`src/rtl/mode_sequencer_pkg.sv`:
```
// Shared types and constants for the lab-board mode sequencer.
// Covers the controller state encoding, the active_mode codes and the mode field width.
package mode_sequencer_pkg;

  localparam int MODE_W = 5;

  localparam logic [2:0] ACT_HOME  = 3'd0;
  localparam logic [2:0] ACT_FAULT = 3'd7;

  typedef enum logic [2:0] {
    ST_HOME,
    ST_BLANK,
    ST_RUN,
    ST_PAUSE,
    ST_FAULT
  } state_t;

endpackage

```
`src/rtl/mode_sequencer_if.sv`:
```
// Switch inputs, slow tick and the ownership outputs of the mode sequencer.
// The board side drives through master; the sequencer sits on slave.
interface mode_sequencer_if #(
  parameter int NUM_MODES = mode_sequencer_pkg::MODE_W
);

  logic [NUM_MODES-1:0] mode_sw;
  logic                 pause_sw;
  logic                 tick;
  logic [NUM_MODES-1:0] mode_en;
  logic                 mode_clr;
  logic                 run_tick;
  logic                 blank;
  logic                 fault;
  logic [2:0]           active_mode;

  modport master (
    output mode_sw, pause_sw, tick,
    input  mode_en, mode_clr, run_tick, blank, fault, active_mode
  );

  modport slave (
    input  mode_sw, pause_sw, tick,
    output mode_en, mode_clr, run_tick, blank, fault, active_mode
  );

endinterface

```
`src/rtl/sw_stabilizer.sv`:
```
// Two-flop synchronizer plus a stability filter for a multi-bit switch field.
// A new code is accepted only after it has stayed constant for STABLE_CYCLES cycles.
module sw_stabilizer #(
  parameter int WIDTH         = 5,
  parameter int STABLE_CYCLES = 240000
) (
  input  logic             clock,
  input  logic             reset,
  input  logic [WIDTH-1:0] raw,
  output logic [WIDTH-1:0] accepted,
  output logic             chg
);

  localparam int CW = (STABLE_CYCLES > 1) ? $clog2(STABLE_CYCLES) : 1;
  localparam logic [CW-1:0] CNT_MAX = CW'(STABLE_CYCLES - 1);

  logic [WIDTH-1:0] sync1;
  logic [WIDTH-1:0] sync2;
  logic [WIDTH-1:0] prev;
  logic [CW-1:0]    cnt;

  // chg comes straight from registers and drops once accepted catches up.
  assign chg = (sync2 == prev) && (cnt == CNT_MAX) && (sync2 != accepted);

  // NOTE: every flop here updates with <= so all reads see pre-edge values.
  always_ff @(posedge clock or posedge reset) begin
    if (reset) begin
      sync1    <= '0;
      sync2    <= '0;
      prev     <= '0;
      cnt      <= '0;
      accepted <= '0;
    end else begin
      sync1 <= raw;
      sync2 <= sync1;
      prev  <= sync2;
      if (sync2 != prev) begin
        cnt <= '0;
      end else if (cnt != CNT_MAX) begin
        cnt <= cnt + CW'(1);
      end
      if (chg) begin
        accepted <= sync2;
      end
    end
  end

endmodule

```
`src/rtl/mode_sequencer.sv`:
```
// Lab-board mode controller: picks the owning functional unit from the filtered mode
// switches, blanks the display across mode changes and gates the slow tick.
module mode_sequencer
  import mode_sequencer_pkg::*;
#(
  parameter int NUM_MODES     = MODE_W,
  parameter int STABLE_CYCLES = 240000,
  parameter int BLANK_CYCLES  = 2400000
) (
  input  logic               clock,
  input  logic               reset,
  mode_sequencer_if.slave    bus
);

  localparam int BW = $clog2(BLANK_CYCLES);
  localparam logic [NUM_MODES-1:0] ONE = NUM_MODES'(1);

  logic [NUM_MODES-1:0] accepted;
  logic                 chg;
  logic                 pause_s1;
  logic                 pause_s;
  logic                 is_onehot;
  logic [2:0]           mode_act;

  state_t               state;
  logic [BW-1:0]        bcnt;
  logic [NUM_MODES-1:0] mode_en;
  logic                 mode_clr;
  logic                 run_tick;
  logic                 blank;
  logic                 fault;
  logic [2:0]           active_mode;

  sw_stabilizer #(
    .WIDTH         (NUM_MODES),
    .STABLE_CYCLES (STABLE_CYCLES)
  ) u_stab (
    .clock    (clock),
    .reset    (reset),
    .raw      (bus.mode_sw),
    .accepted (accepted),
    .chg      (chg)
  );

  always_ff @(posedge clock or posedge reset) begin
    if (reset) begin
      pause_s1 <= 1'b0;
      pause_s  <= 1'b0;
    end else begin
      pause_s1 <= bus.pause_sw;
      pause_s  <= pause_s1;
    end
  end

  // NOTE: both outputs get a default before the loop so no latch is inferred.
  always_comb begin
    is_onehot = 1'b0;
    mode_act  = ACT_HOME;
    for (int i = 0; i < NUM_MODES; i++) begin
      if (accepted == (ONE << i)) begin
        is_onehot = 1'b1;
        mode_act  = 3'(i + 1);
      end
    end
  end

  always_ff @(posedge clock or posedge reset) begin
    if (reset) begin
      state       <= ST_HOME;
      bcnt        <= '0;
      mode_en     <= '0;
      mode_clr    <= 1'b0;
      run_tick    <= 1'b0;
      blank       <= 1'b0;
      fault       <= 1'b0;
      active_mode <= ACT_HOME;
    end else begin
      mode_clr <= 1'b0;
      // Qualified by the pre-edge state, so ticks on the RUN entry edge are lost.
      run_tick <= bus.tick && (state == ST_RUN);
      if (chg) begin
        state       <= ST_BLANK;
        bcnt        <= BW'(BLANK_CYCLES - 1);
        blank       <= 1'b1;
        mode_en     <= '0;
        fault       <= 1'b0;
        active_mode <= ACT_HOME;
      end else begin
        case (state)
          ST_BLANK: begin
            if (bcnt != '0) begin
              bcnt <= bcnt - BW'(1);
            end else if (accepted == '0) begin
              state       <= ST_HOME;
              blank       <= 1'b0;
              active_mode <= ACT_HOME;
            end else if (is_onehot) begin
              state       <= pause_s ? ST_PAUSE : ST_RUN;
              mode_en     <= accepted;
              mode_clr    <= 1'b1;
              blank       <= 1'b0;
              active_mode <= mode_act;
            end else begin
              state       <= ST_FAULT;
              fault       <= 1'b1;
              active_mode <= ACT_FAULT;
            end
          end
          ST_RUN:   if (pause_s)  state <= ST_PAUSE;
          ST_PAUSE: if (!pause_s) state <= ST_RUN;
          default: ;
        endcase
      end
    end
  end

  assign bus.mode_en     = mode_en;
  assign bus.mode_clr    = mode_clr;
  assign bus.run_tick    = run_tick;
  assign bus.blank       = blank;
  assign bus.fault       = fault;
  assign bus.active_mode = active_mode;

endmodule

```
`src/flat_wrapper.sv`:
```
// flat-port wrapper written by rule: the top's interface ports become plain ports
module mode_sequencer_flat import mode_sequencer_pkg::*;
#(
  parameter int NUM_MODES     = MODE_W,
  parameter int STABLE_CYCLES = 240000,
  parameter int BLANK_CYCLES  = 2400000
)
  (clock, reset, bus_mode_sw, bus_pause_sw, bus_tick, bus_mode_en, bus_mode_clr, bus_run_tick, bus_blank, bus_fault, bus_active_mode);
  mode_sequencer_if #(.NUM_MODES(NUM_MODES)) bus_i ();
  input  logic clock;
  input  logic reset;
  input wire logic [$bits(bus_i.mode_sw)-1:0] bus_mode_sw;
  input wire logic [$bits(bus_i.pause_sw)-1:0] bus_pause_sw;
  input wire logic [$bits(bus_i.tick)-1:0] bus_tick;
  output wire logic [$bits(bus_i.mode_en)-1:0] bus_mode_en;
  output wire logic [$bits(bus_i.mode_clr)-1:0] bus_mode_clr;
  output wire logic [$bits(bus_i.run_tick)-1:0] bus_run_tick;
  output wire logic [$bits(bus_i.blank)-1:0] bus_blank;
  output wire logic [$bits(bus_i.fault)-1:0] bus_fault;
  output wire logic [$bits(bus_i.active_mode)-1:0] bus_active_mode;
  assign bus_i.mode_sw = bus_mode_sw;
  assign bus_i.pause_sw = bus_pause_sw;
  assign bus_i.tick = bus_tick;
  assign bus_mode_en = bus_i.mode_en;
  assign bus_mode_clr = bus_i.mode_clr;
  assign bus_run_tick = bus_i.run_tick;
  assign bus_blank = bus_i.blank;
  assign bus_fault = bus_i.fault;
  assign bus_active_mode = bus_i.active_mode;
  mode_sequencer #(.NUM_MODES(NUM_MODES), .STABLE_CYCLES(STABLE_CYCLES), .BLANK_CYCLES(BLANK_CYCLES)) u_core (.clock(clock), .reset(reset), .bus(bus_i));
endmodule
```
`config.mk`:
```
export PLATFORM = sky130hd
export DESIGN_NAME = mode_sequencer_flat
export DESIGN_NICKNAME = d
export VERILOG_FILES = /design/src/rtl/mode_sequencer_pkg.sv /design/src/rtl/mode_sequencer_if.sv /design/src/rtl/sw_stabilizer.sv /design/src/rtl/mode_sequencer.sv /design/src/flat_wrapper.sv
export SDC_FILE = /design/constraint.sdc
export NUM_CORES = 1
export LEC_CHECK = 0
export BUFFER_PORTS_ARGS = -buffer_cell sky130_fd_sc_hd__buf_2
export CAP_MARGIN = 10
export CORE_ASPECT_RATIO = 1.5
export CORE_UTILIZATION = 46
export DETAILED_ROUTE_END_ITERATION = 16
export GPL_TIMING_DRIVEN = 0
export SLEW_MARGIN = 15
export SYNTH_ARGS = -nofsm -noshare
export SYNTH_HDL_FRONTEND = slang
export SYNTH_SLANG_ARGS = --single-unit
export TNS_END_PERCENT = 1
```
`constraint.sdc`:
```
create_clock -name clock -period 2.69 [get_ports clock]
set_input_delay 0.4035 -clock clock [delete_from_list [all_inputs] [get_ports clock]]
set_output_delay 0.4035 -clock clock [all_outputs]
set_load 0.05 [all_outputs]
```
Yosys cells after proc, flatten, opt, wreduce, memory -nomap -nowiden
Cells that the tools add are included.
- register bits: 77
- output and inout port bits: 12
- add/subtract/negate cells: 2
- eq/ne operators: 19
- multiplexer cells: 48
- reduce and logical (&&, ||, !) cells: 17
- operators with widths (cell ; number):
    $mux 22 ; 3
    $mux 3 ; 13
    $mux 18 ; 2
    $mux 5 ; 5
    $mux 1 ; 22
    $reduce_bool 22->1 ; 1
    $sub 22x1->22 const B ; 1
    $add 18x1->18 const B ; 1
    $eq 18x18->1 const B ; 1
    $ne 18x18->1 const B ; 1
    $reduce_and 4->1 ; 3
    $ne 5x5->1 ; 2
    $pmux 3 s3 ; 1
    $reduce_bool 2->1 ; 4
    $eq 3x2->1 const B ; 2
    $ne 2x1->1 const B ; 3
    $ne 3x2->1 const B ; 2
    $eq 5x1->1 const B ; 1
    $eq 5x2->1 const B ; 1
    $eq 5x3->1 const B ; 1
    $eq 5x4->1 const B ; 1
    $eq 5x5->1 ; 1
    $eq 5x5->1 const B ; 1
    $logic_not 5->1 ; 1
    other kinds (8) ; 12

Longest topological paths before layout
Gate-level depths: netlist (run 1).
- depth in word-level cells: 11
- mapped depth: 7
- mapped depth without buffers: 7

Modules after synthesis
Synthesis (run 1) repeated with hierarchy kept, for this count alone.
- cell total of the unflattened synthesis: 357
- area, all modules: 3778.6 µm²
- by module, submodules not included (module ; instances ; cells each ; area each (µm²) ; seq. area each (µm²)):
    mode_sequencer ; 1 ; 212 ; 2059.5 ; 975.9
    sw_stabilizer ; 1 ; 145 ; 1719.1 ; 950.9

Worst setup path before layout (run 1)
Ideal clock, no wire load.
- path type: register -> register
- start: register u_core.bcnt[0]
- end: register u_core.mode_en[0], in the netlist u_core.bus.mode_en[0]
- setup time: 121 ps
- arrival time: 1976 ps
- setup slack: 593 ps
- stages on the path, launching flop included: 8
- path buffers: 0
- period minus slack after synthesis: 2097 ps
- path through: dfrtp_1 > inv_1 > ha_1 > nor4bb_1 > nand4_2 > a2111oi_4 > mux2i_1 > nor2_1
- word-level cells in the longest chain between the ends: 3
- ends and longest elaborated chain (what ; RTL line ; source):
    start, declared ; mode_sequencer.sv:26 ; logic [BW-1:0] bcnt;
    start signal, assigned ; mode_sequencer.sv:83 ; bcnt <= BW'(BLANK_CYCLES - 1);
    start signal, assigned ; mode_sequencer.sv:92 ; bcnt <= bcnt - BW'(1);
    $reduce_bool 22->1 ; mode_sequencer.sv:91 ; if (bcnt != '0) begin
    $ne 2x1->1 (no source line) ; -- ;
    $reduce_and 4->1 (no source line) ; -- ;
    end signal, assigned ; mode_sequencer.sv:99 ; mode_en <= accepted;
    end, declared ; mode_sequencer.sv:27 ; logic [NUM_MODES-1:0] mode_en;
Every way passes these cells.
A chain may end at the register's enable or synchronous reset.

Worst setup path after layout (run 1)
Ends and elaborated chain as after synthesis.

==> run_results.csv, run 1 <==
group,metric,value,unit
status,status,"finished clean",
cts,cts_resized,0,
floorplan,die_y,111,um
sta,skew,0.00624,ns
floorplan,dieArea,8340,um2
sta,fin_ws,0.150,ns
placed_design,place_hpwl,5150,um
global_route,use_met3,3.89,%
cts,cts_buffers,9,
setup_path,cp.arrival,2.77,ns
power,power.density,587,nW/um2
cts,clock-sinks,77,
floorplan,core-area,7660,um2
placed_design,gp_congestion,0.783,
cts,cts_root_buf,"clkbuf_16",
detailed_routing,drc_errors,0,
synth,yosys_most_used_dff,"dfrtp_1",
finish,drive_gt1_share,17.5,%
global_route,overflow,0,
detailed_routing,dr_total_vias,2675,
cts,ctsHoldBuffers,0,
floorplan,start_util,47.9,%
finish,final_util,55.3,%
floorplan,io_pins,21,
floorplan,die_w,74.9,um
finish,multi_input_area,1650,um2
cts,clock_path_buffers,2,
synth,ys_async_sr_fraction,100,%
power,power,2.48,mW
synth,synth_seq_area_share,52.5,%
setup_path,slowest_stage,"a2111oi_4",
synth,ys_types,61,
power,ir_drop,0.000384,V
cts,clk_pin_slew,0.06,ns
global_route,first_global_vias,2622,
floorplan,core.rowCount,39,
cts,clk-insertion-delay-late,0.34,ns
synth,yosys_warnings,0,
synth,synth_fa_ha_area_share,0.955,%
setup_path,timing.reg2reg.setup_slack,0.15,ns
sta,setup_viol,0,
synth,syn_inst,340,
global_route,grt_max_degree,45,
setup_path,required,2.92,ns
synth,synth_mux_area_share,3.17,%
global_route,grt_first_pass_wirelength,12700,um
synth,syn_area_per_cell,10.8,um2
finish,nets,383,
synth,synth_xor_area_share,7.40,%
synth,synth_compound_area_share,10.2,%
sta,hold_ws,0.117,ns
detailed_routing,finalWirelength,7410,um
synth,synthesis.area,3670,um2
detailed_routing,drt-vias-per-instance,5.58,
sta,rsz0062_at_grt,"false",
setup_path,end_kind,"register",
setup_path,critPathMaxStageDelay,0.65,ns
setup_path,cp_num_buf_inv,1,
sta,tightest_slew,0.581,ns
detailed_routing,antenna_left,0,
synth,syn_nets,351,
global_route,antenna_found_initial,0,
detailed_routing,first_pass_iters,6,
sta,setup-tns-final,0,ns
synth,synth-edff-count,0,
sta,final_hold_viol_count,0,
cts,cts_tree,"done",
sta,final_max_slew_viol_count,0,
sta,post-route-min-period,2.54,ns
power,p_leak,2.00,nW
placed_design,placed_cells,463,
cts,cts_setup_buffers,0,
synth,synth-seq-cells,77,
run,max_cap_violations,0,
hold_path,hold_class,"in2async",
setup_path,path_cells,"inv_1 -> ha_1 -> nor4bb_1 -> nand4_2 -> a2111oi_4 -> mux2i_1 -> nor2_1",
finish,final_area,4230,um2
detailed_routing,detail_route.wl_per_cell,15.5,um
cts,htreeDepth,3,
setup_path,cpLargestDelayFamily,"simple AND/OR/NAND/NOR gates",
global_route,top_usage_layer,"met2",
finish,regArea,1930,um2
finish,fillers,690,
finish,finalNonFillerCells,479,
global_route,met2_usage,31.9,%
synth,yosys.area_share.simple,23.0,%
finish,synthToLayoutAreaGrowth,15.5,%
sta,relSlewSlack,61.3,%
global_route,grt_usage,20.2,%
placed_design,io_buffers,20,
sta,fin_crit_sh,94.4,%
detailed_routing,drt_iter0_markers,187,
setup_path,cp_max_fo,6,
setup_path,critPathLaunchType,"register",
synth,synth_top_family_by_area,"simple AND/OR/NAND/NOR gates",
global_route,met1_usage,25.8,%
sta,fmax,394,MHz
placed_design,postPlaceCellArea,3920,um2
setup_path,path_class,"reg2reg",
finish,diodes,0,
placed_design,dp_worst_setup_slack,0.144,ns
==> worst register-to-register path: stages (launching register included) <==
cell       delay [ns]
dfrtp_1          0.38
inv_1            0.10
ha_1             0.24
nor4bb_1         0.45
nand4_2          0.29
a2111oi_4        0.65
mux2i_1          0.25
nor2_1           0.06
==> routing by layer <==
layer,wire length [um],vias up
met4,250,0
met5,0,-
met2,3700,48
li1,-,1299
met3,220,18
met1,3240,1310
==> logic make-up (layout without fill, tap and decap cells) <==
logic type | after synthesis | after routing
multiplexers | 11 | 11
AND/OR/NAND/NOR | 143 | 143
buffers and inverters | 22 | 59
flip-flops | 77 | 77
AO/OA/AOI/OAI | 53 | 53
XOR/XNOR | 31 | 31
adder cells (fa/ha/maj) | 3 | 3
==> sequential cells by signal, summed over array words and instances (netlist names), 3 cells and up <==
| register | count |
|---|---|
| u_core.u_stab.sync1 | 5 |
| u_core.u_stab.cnt | 18 |
| u_core.bus.mode_en | 5 |
| u_core.u_stab.prev | 5 |
| u_core.u_stab.accepted | 5 |
| u_core.bus.active_mode | 3 |
| u_core.state | 3 |
| u_core.u_stab.sync2 | 5 |
| u_core.bcnt | 22 |
==> worst paths after layout <==
| check | depth (start not counted) | end | start |
|---|---|---|---|
| min in group clock | 1 | u_core.pause_s1$_DFF_PP0_ | bus_pause_sw |
| hold / removal | 2 | u_core.bcnt[1]$_DFFE_PP0P_ | reset |
| hold reg to reg | 0 | u_core.u_stab.sync2[3]$_DFF_PP0_ | u_core.u_stab.sync1[3]$_DFF_PP0_ |
| setup reg to reg | 7 | u_core.bus.mode_en[0]$_DFFE_PP0P_ | u_core.bcnt[0]$_DFFE_PP0P_ |
| setup / recovery | 7 | u_core.bus.mode_en[0]$_DFFE_PP0P_ | u_core.bcnt[0]$_DFFE_PP0P_ |
| max in group asynchronous | 3 | u_core.u_stab.cnt[6]$_DFFE_PP0P_ | reset |
==> cells in the mapped netlist (7+ instances only) <==
library cell | n | area share (%)
dfrtp_1 | 77 | 53
nor2_1 | 36 | 3.7
nand3_1 | 20 | 2.7
xor2_1 | 17 | 4.1
nand2_1 | 16 | 1.6
xnor2_1 | 14 | 3.3
a21oi_1 | 13 | 1.8
o21ai_0 | 11 | 1.5
inv_1 | 9 | 0.92
nand4_1 | 9 | 1.5
nor3_1 | 9 | 1.2
or3_1 | 8 | 1.4
nor4_1 | 7 | 1.2
==> power breakdown <==
group | total (mW) | internal (mW) | switching (mW) | leakage [nW]
clock network | 1.26 | 0.750 | 0.506 | 0.145
logic | 0.0470 | 0.0152 | 0.0318 | 0.816
registers | 1.18 | 1.17 | 0.00908 | 1.04
total | 2.48 | 1.94 | 0.547 | 2.00
==> cell type report <==
type	count	share of cell area [%]
sequential	77	45.5
multi-input combinational	241	38.9
clock buffer	10	5.64
tap	102	3.01
timing repair buffer	21	2.84
clock inverter	6	1.68
buffer	13	1.57
inverter	9	0.857
==> placed cells by master, fill, tap and decap left out, types with 2 or more instances in the layout <==
cell type	Yosys	layout
buf_2	5	25
xor2_1	17	17
nand4_1	9	9
o211ai_1	3	3
nor3_2	3	3
nor3_1	9	9
nand2b_1	4	4
clkbuf_1	6	6
a21oi_1	13	13
o21ai_0	11	11
nor4bb_1	2	2
clkbuf_16	0	9
o31ai_1	4	4
clkinv_4	0	2
and4_1	2	2
inv_1	9	8
and3_1	3	3
nand3_1	20	20
nand2_1	16	16
o21a_1	2	2
ha_1	2	2
clkinvlp_4	0	2
or3_1	8	8
a211oi_1	4	4
nor4_2	1	2
mux2i_1	6	6
xnor2_1	14	14
a2111oi_0	2	2
dfrtp_1	77	77
mux2_2	5	5
a21o_1	2	2
nor2_1	36	36
nor4_1	7	6
nor3_4	2	2
or3b_1	2	2
or4_1	6	6
No activity file was read; power rests on OpenSTA's default activity.
==> run 2, diff against run 1 <==
--- a/config.mk
+++ b/config.mk
@@ -8,9 +8,11 @@
 export BUFFER_PORTS_ARGS = -buffer_cell sky130_fd_sc_hd__buf_2
 export CAP_MARGIN = 10
 export CORE_ASPECT_RATIO = 1.5
-export CORE_UTILIZATION = 46
+export CORE_UTILIZATION = 55
 export DETAILED_ROUTE_END_ITERATION = 16
 export GPL_TIMING_DRIVEN = 0
+export HOLD_SLACK_MARGIN = 0.05
+export PLACE_DENSITY = 0.73
 export SLEW_MARGIN = 15
 export SYNTH_ARGS = -nofsm -noshare
 export SYNTH_HDL_FRONTEND = slang
==> run 2 against run 1 <==
Effect of this change:
- fmax grew 1.7%
- highest routed layer unchanged
- count of clock-buffer cells in the layout stayed put
- sequential share of layout area rose by 0.92 points
==> run_results.csv, run 2 (synthesis gave the netlist of run 1 again) <==
group,metric,value,unit
sta,post-route-min-period,2.50,ns
sta,final_max_slew_viol_count,0,
detailed_routing,first_pass_iters,4,
detailed_routing,finalWirelength,7260,um
setup_path,path_class,"reg2reg",
floorplan,die_y,102,um
global_route,antenna_found_initial,0,
setup_path,r2r-end,"u_core.bcnt[2]$_DFFE_PP0P_",
detailed_routing,drt-vias-per-instance,6.01,
setup_path,required,2.94,ns
finish,reg_top3,"u_core.bcnt: 22 flops, u_core.u_stab.cnt: 18 flops",
cts,cts_resized,0,
cts,cts_buffers,9,
setup_path,timing.reg2reg.setup_slack,0.19,ns
cts,cts_root_buf,"clkbuf_8",
finish,nets,384,
finish,drive_gt1_share,17.2,%
floorplan,core-area,6490,um2
detailed_routing,dr_total_vias,2729,
finish,largest_reg_flops,22,
sta,final_hold_viol_count,0,
hold_path,min_path_cells,1,
hold_path,holdPathEnd,"u_core.pause_s1$_DFF_PP0_",
sta,rsz0062_at_grt,"false",
finish,layout_commonest_cell,"dfrtp_1",
sta,fin_crit_sh,92.8,%
finish,final_util,64.0,%
run,max_cap_violations,0,
floorplan,die_w,68.7,um
hold_path,worst_hold_startpoint,"bus_pause_sw",
cts,cts_setup_buffers,0,
sta,tightest_slew,0.588,ns
floorplan,core.rowCount,36,
placed_design,io_buffers,20,
sta,fin_ws,0.193,ns
placed_design,gp_congestion,0.826,
hold_path,hold_class,"in2reg",
global_route,first_global_vias,2672,
sta,fmax,401,MHz
detailed_routing,drt_iter0_markers,202,
finish,regMostFlops,"u_core.bcnt",
placed_design,place_hpwl,5190,um
power,ir_drop,0.000459,V
global_route,grt_first_pass_wirelength,12300,um
cts,htreeDepth,3,
setup_path,reg2reg_depth,5,
cts,clk_pin_slew,0.08,ns
setup_path,cp_max_fo,8,
cts,clock_path_buffers,2,
detailed_routing,antenna_left,0,
setup_path,reg2reg_from,"u_core.bcnt[16]$_DFFE_PP0P_",
global_route,grt_usage,24.2,%
setup_path,cp.arrival,2.75,ns
global_route,grt_max_degree,56,
cts,clock-sinks,77,
placed_design,dp_worst_setup_slack,0.185,ns
finish,mostFrequentLayoutCells,"dfrtp_1 (77), nor2_1 (36), buf_2 (25)",
global_route,overflow,0,
power,power.density,553,nW/um2
sta,skew,0.0116,ns
finish,fillers,524,
cts,clk-insertion-delay-late,0.36,ns
detailed_routing,detail_route.wl_per_cell,16.0,um
detailed_routing,drc_errors,0,
sta,relSlewSlack,60.5,%
sta,setup_viol,0,
finish,diodes,0,
floorplan,start_util,56.5,%
floorplan,dieArea,7010,um2
power,p_leak,1.98,nW
floorplan,io_pins,21,
cts,cts_tree,"done",
status,status,"finished clean",
finish,synthToLayoutAreaGrowth,13.2,%
setup_path,end_kind,"register",
setup_path,critPathLaunchType,"register",
-- run 2: worst max-delay path: stages, from the launching register on --
cell,delay (ns)
dfrtp_1,0.44
nor4_1,0.55
nand2_1,0.38
nor4_1,0.62
nor3_1,0.10
a211o_1,0.30
-- run 2: how the worst max path moves through the flow --
stage	startpoint	slack, ns	cells past startpoint	end
finish	u_core.bcnt[16]$_DFFE_PP0P_	0.19	5	u_core.bcnt[2]$_DFFE_PP0P_
global placement	reset	-0.51	2	u_core.u_stab.sync1[1]$_DFF_PP0_
detailed placement	u_core.bcnt[0]$_DFFE_PP0P_	0.19	7	u_core.bus.mode_en[1]$_DFFE_PP0P_
CTS	u_core.bcnt[0]$_DFFE_PP0P_	0.17	7	u_core.bus.mode_en[0]$_DFFE_PP0P_
floorplan	reset	0.32	1	u_core.bcnt[0]$_DFFE_PP0P_
global route	u_core.bcnt[10]$_DFFE_PP0P_	0.06	6	u_core.bus.mode_en[1]$_DFFE_PP0P_
-- run 2: what timing repair did --
action | 4_1_cts | 5_1_grt
hold buffers | 1 | 0
hold endpoints to repair | 22 | 0
setup endpoints to repair | 0 | 2
-- run 2: cell type report --
type	count	area [um2]	share of cell area, %
plain buffers	13	66.3	1.60
clock buffers	10	138	3.32
clock inverters	6	110	2.65
inverters	9	36.3	0.874
multi-input cells	241	1640	39.5
flip-flops and latches	77	1930	46.4
well taps	76	95.1	2.29
repair buffers	22	138	3.32
-- run 2: routing by layer --
layer / global-route usage (%) / wire length (um) / vias to the layer above
met5: 0 / 0 / -
met4: 11.5 / 204 / 0
met3: 4.46 / 224 / 18
met2: 42.7 / 3890 / 64
met1: 27.4 / 2930 / 1349
li1: - / - / 1298
-- run 2: stage by stage --
stage	cell area (um2)	instances	TNS (ns)	power (mW)	hold WS (ns)
6_report	4150	454	0	2.29	0.147
5_1_grt	4150	454	0	2.36	0.135
4_1_cts	4150	454	0	2.31	0.137
3_5_place_dp	3890	437	0	1.25	0.336
3_3_place_gp	3860	436	-38.76	1.24	0.332
2_1_floorplan	3670	340	0	1.23	0.331
-- run 2: report_power, final --
group          internal (mW)  switching [mW]
combinational         0.0173          0.0314
sequential              1.17         0.00967
clock                  0.639           0.426
==> run 3, diff against run 2 <==
--- a/config.mk
+++ b/config.mk
@@ -7,12 +7,14 @@
 export LEC_CHECK = 0
 export BUFFER_PORTS_ARGS = -buffer_cell sky130_fd_sc_hd__buf_2
 export CAP_MARGIN = 10
+export CELL_PAD_IN_SITES_DETAIL_PLACEMENT = 2
+export CELL_PAD_IN_SITES_GLOBAL_PLACEMENT = 2
 export CORE_ASPECT_RATIO = 1.5
-export CORE_UTILIZATION = 55
+export CORE_UTILIZATION = 40
 export DETAILED_ROUTE_END_ITERATION = 16
 export GPL_TIMING_DRIVEN = 0
 export HOLD_SLACK_MARGIN = 0.05
-export PLACE_DENSITY = 0.73
+export PLACE_DENSITY_LB_ADDON = 0.1
 export SLEW_MARGIN = 15
 export SYNTH_ARGS = -nofsm -noshare
 export SYNTH_HDL_FRONTEND = slang
==> run 3 against run 2 <==
Effect of this change:
- final cell count up 7.5%
- count of clock-buffer cells in the layout stayed put
- fmax down 1.2%
- combinational power grew 7.8%
- critical endpoint is now u_core.bus.blank$_DFFE_PP0P_
==> run_results.csv, run 3 (synthesis gave the netlist of run 1 again) <==
group,metric,value,unit
status,status,"finished clean",
cts,clk_pin_slew,0.06,ns
finish,mostFrequentLayoutCells,"dfrtp_1 (77), nor2_1 (35), buf_2 (25)",
sta,rsz0062_at_grt,"false",
finish,diodes,0,
setup_path,end_kind,"register",
cts,htreeDepth,3,
global_route,antenna_found_initial,0,
setup_path,critPathLaunchType,"register",
cts,cts_root_buf,"clkbuf_16",
cts,cts_tree,"done",
floorplan,dieArea,9560,um2
power,power.density,602,nW/um2
detailed_routing,detail_route.wl_per_cell,19.6,um
finish,synthToLayoutAreaGrowth,17.2,%
sta,hold_ws,0.168,ns
sta,tightest_slew,0.752,ns
floorplan,start_util,41.3,%
cts,cts_setup_buffers,0,
placed_design,placed_cells,471,
global_route,overflow,0,
sta,final_max_slew_viol_count,0,
finish,regMostFlops,"u_core.bcnt",
sta,setup-tns-final,0,ns
finish,layout_commonest_cell,"dfrtp_1",
detailed_routing,dr_total_vias,2763,
floorplan,core.rowCount,42,
power,ir_drop,0.000447,V
detailed_routing,wl_met1,3820,um
floorplan,io_pins,21,
placed_design,io_buffers,20,
cts,clock_path_buffers,2,
floorplan,die_w,80.2,um
sta,skew,0.0102,ns
detailed_routing,drt-vias-per-instance,5.66,
sta,fin_crit_sh,94.0,%
finish,reg_top3,"u_core.bcnt: 22 flops, u_core.u_stab.cnt: 18 flops",
run,max_cap_violations,0,
cts,clk-insertion-delay-late,0.34,ns
sta,fmax,396,MHz
setup_path,cpLargestDelayFamily,"simple AND/OR/NAND/NOR gates",
setup_path,cp_max_fo,7,
global_route,first_global_vias,3134,
finish,finalNonFillerCells,488,
sta,final_hold_viol_count,0,
setup_path,path_class,"reg2reg",
hold_path,hold_class,"in2reg",
sta,post-route-min-period,2.53,ns
detailed_routing,top_layer,"met4",
placed_design,gp_congestion,0.750,
finish,final_area,4300,um2
placed_design,place_hpwl,6600,um
placed_design,postPlaceCellArea,3940,um2
detailed_routing,finalWirelength,9540,um
power,p_leak,2.03,nW
finish,drive_gt1_share,17.7,%
global_route,grt_max_degree,58,
cts,cts_buffers,9,
global_route,grt_usage,22.3,%
cts,clock-sinks,77,
floorplan,die_y,119,um
detailed_routing,drc_errors,0,
detailed_routing,drt_iter0_markers,67,
global_route,grt_first_pass_wirelength,16000,um
setup_path,cp_num_buf_inv,1,
detailed_routing,antenna_left,0,
setup_path,path_cells,"inv_1 -> ha_1 -> nor4bb_1 -> nand4_2 -> nor3_2 -> nand2_1 -> a21o_1",
floorplan,core-area,8880,um2
detailed_routing,wl_met2,5430,um
finish,fillers,895,
detailed_routing,wl_met3,172,um
setup_path,critPathMaxStageDelay,0.60,ns
detailed_routing,first_pass_iters,4,
setup_path,required,2.92,ns
sta,relSlewSlack,49.4,%
setup_path,slowest_stage,"nor3_2",
placed_design,dp_worst_setup_slack,0.0608,ns
setup_path,cp.arrival,2.76,ns
sta,setup_viol,0,
sta,fin_ws,0.163,ns
finish,nets,384,
finish,largest_reg_flops,22,
[run 3: cell types whose count changed in the layout (fill, tap and decap cells not counted), sizes merged]
cell      change
clkinv        +2
clkinvlp      -2
bufinv        -1
inv           +1
[run 3: path summary, 6_finish.rpt]
kind | start | end | slack, ns | cells past startpoint
worst max register to register | u_core.bcnt[0]$_DFFE_PP0P_ | u_core.bus.blank$_DFFE_PP0P_ | 0.16 | 7
min in group asynchronous | reset | u_core.state[1]$_DFFE_PP0P_ | 0.59 | 3
worst min register to register | u_core.u_stab.sync1[0]$_DFF_PP0_ | u_core.u_stab.sync2[0]$_DFF_PP0_ | 0.35 | 0
worst max-delay path | u_core.bcnt[0]$_DFFE_PP0P_ | u_core.bus.blank$_DFFE_PP0P_ | 0.16 | 7
worst min-delay path | bus_mode_sw[2] | u_core.u_stab.sync1[2]$_DFF_PP0_ | 0.17 | 1
max in group asynchronous | reset | u_core.bcnt[5]$_DFFE_PP0P_ | 1.52 | 4
[run 3: cell type report]
cell class	instances	area [um2]	share of cell area, %
timing repair buffer	22	138	3.20
tap	110	138	3.20
sequential	77	1930	44.8
clock buffer	10	239	5.56
clock inverter	6	95.1	2.21
inverter	9	36.3	0.844
multi-input combinational	241	1660	38.6
buffer	13	66.3	1.54
[run 3: per-layer routing]
metal  vias up  track usage, %
li1       1301               -
met2        30            41.4
met4         0            6.58
met5         -               0
met3        10            4.21
met1      1422            25.0
[run 3: report_power, final]
group | switching [mW] | internal (mW) | leakage [nW] | total [mW]
clock | 0.508 | 0.846 | 0.163 | 1.35
sequential | 0.00978 | 1.17 | 1.04 | 1.18
combinational | 0.0352 | 0.0174 | 0.829 | 0.0525
[run 3: stage by stage]
stage	util (%)	power, mW
2_1_floorplan	-	1.23
3_3_place_gp	44.0	1.25
3_5_place_dp	44.3	1.26
4_1_cts	48.2	2.61
5_1_grt	48.4	2.67
6_report	48.4	2.59
[run 3: repair_timing]
| item | in CTS | in global routing |
|---|---|---|
| hold buffers | 1 | 0 |
| endpoints found under the setup margin | 0 | 13 |
| resized for setup | 0 | 3 |
| endpoints found under the hold margin | 20 | 0 |
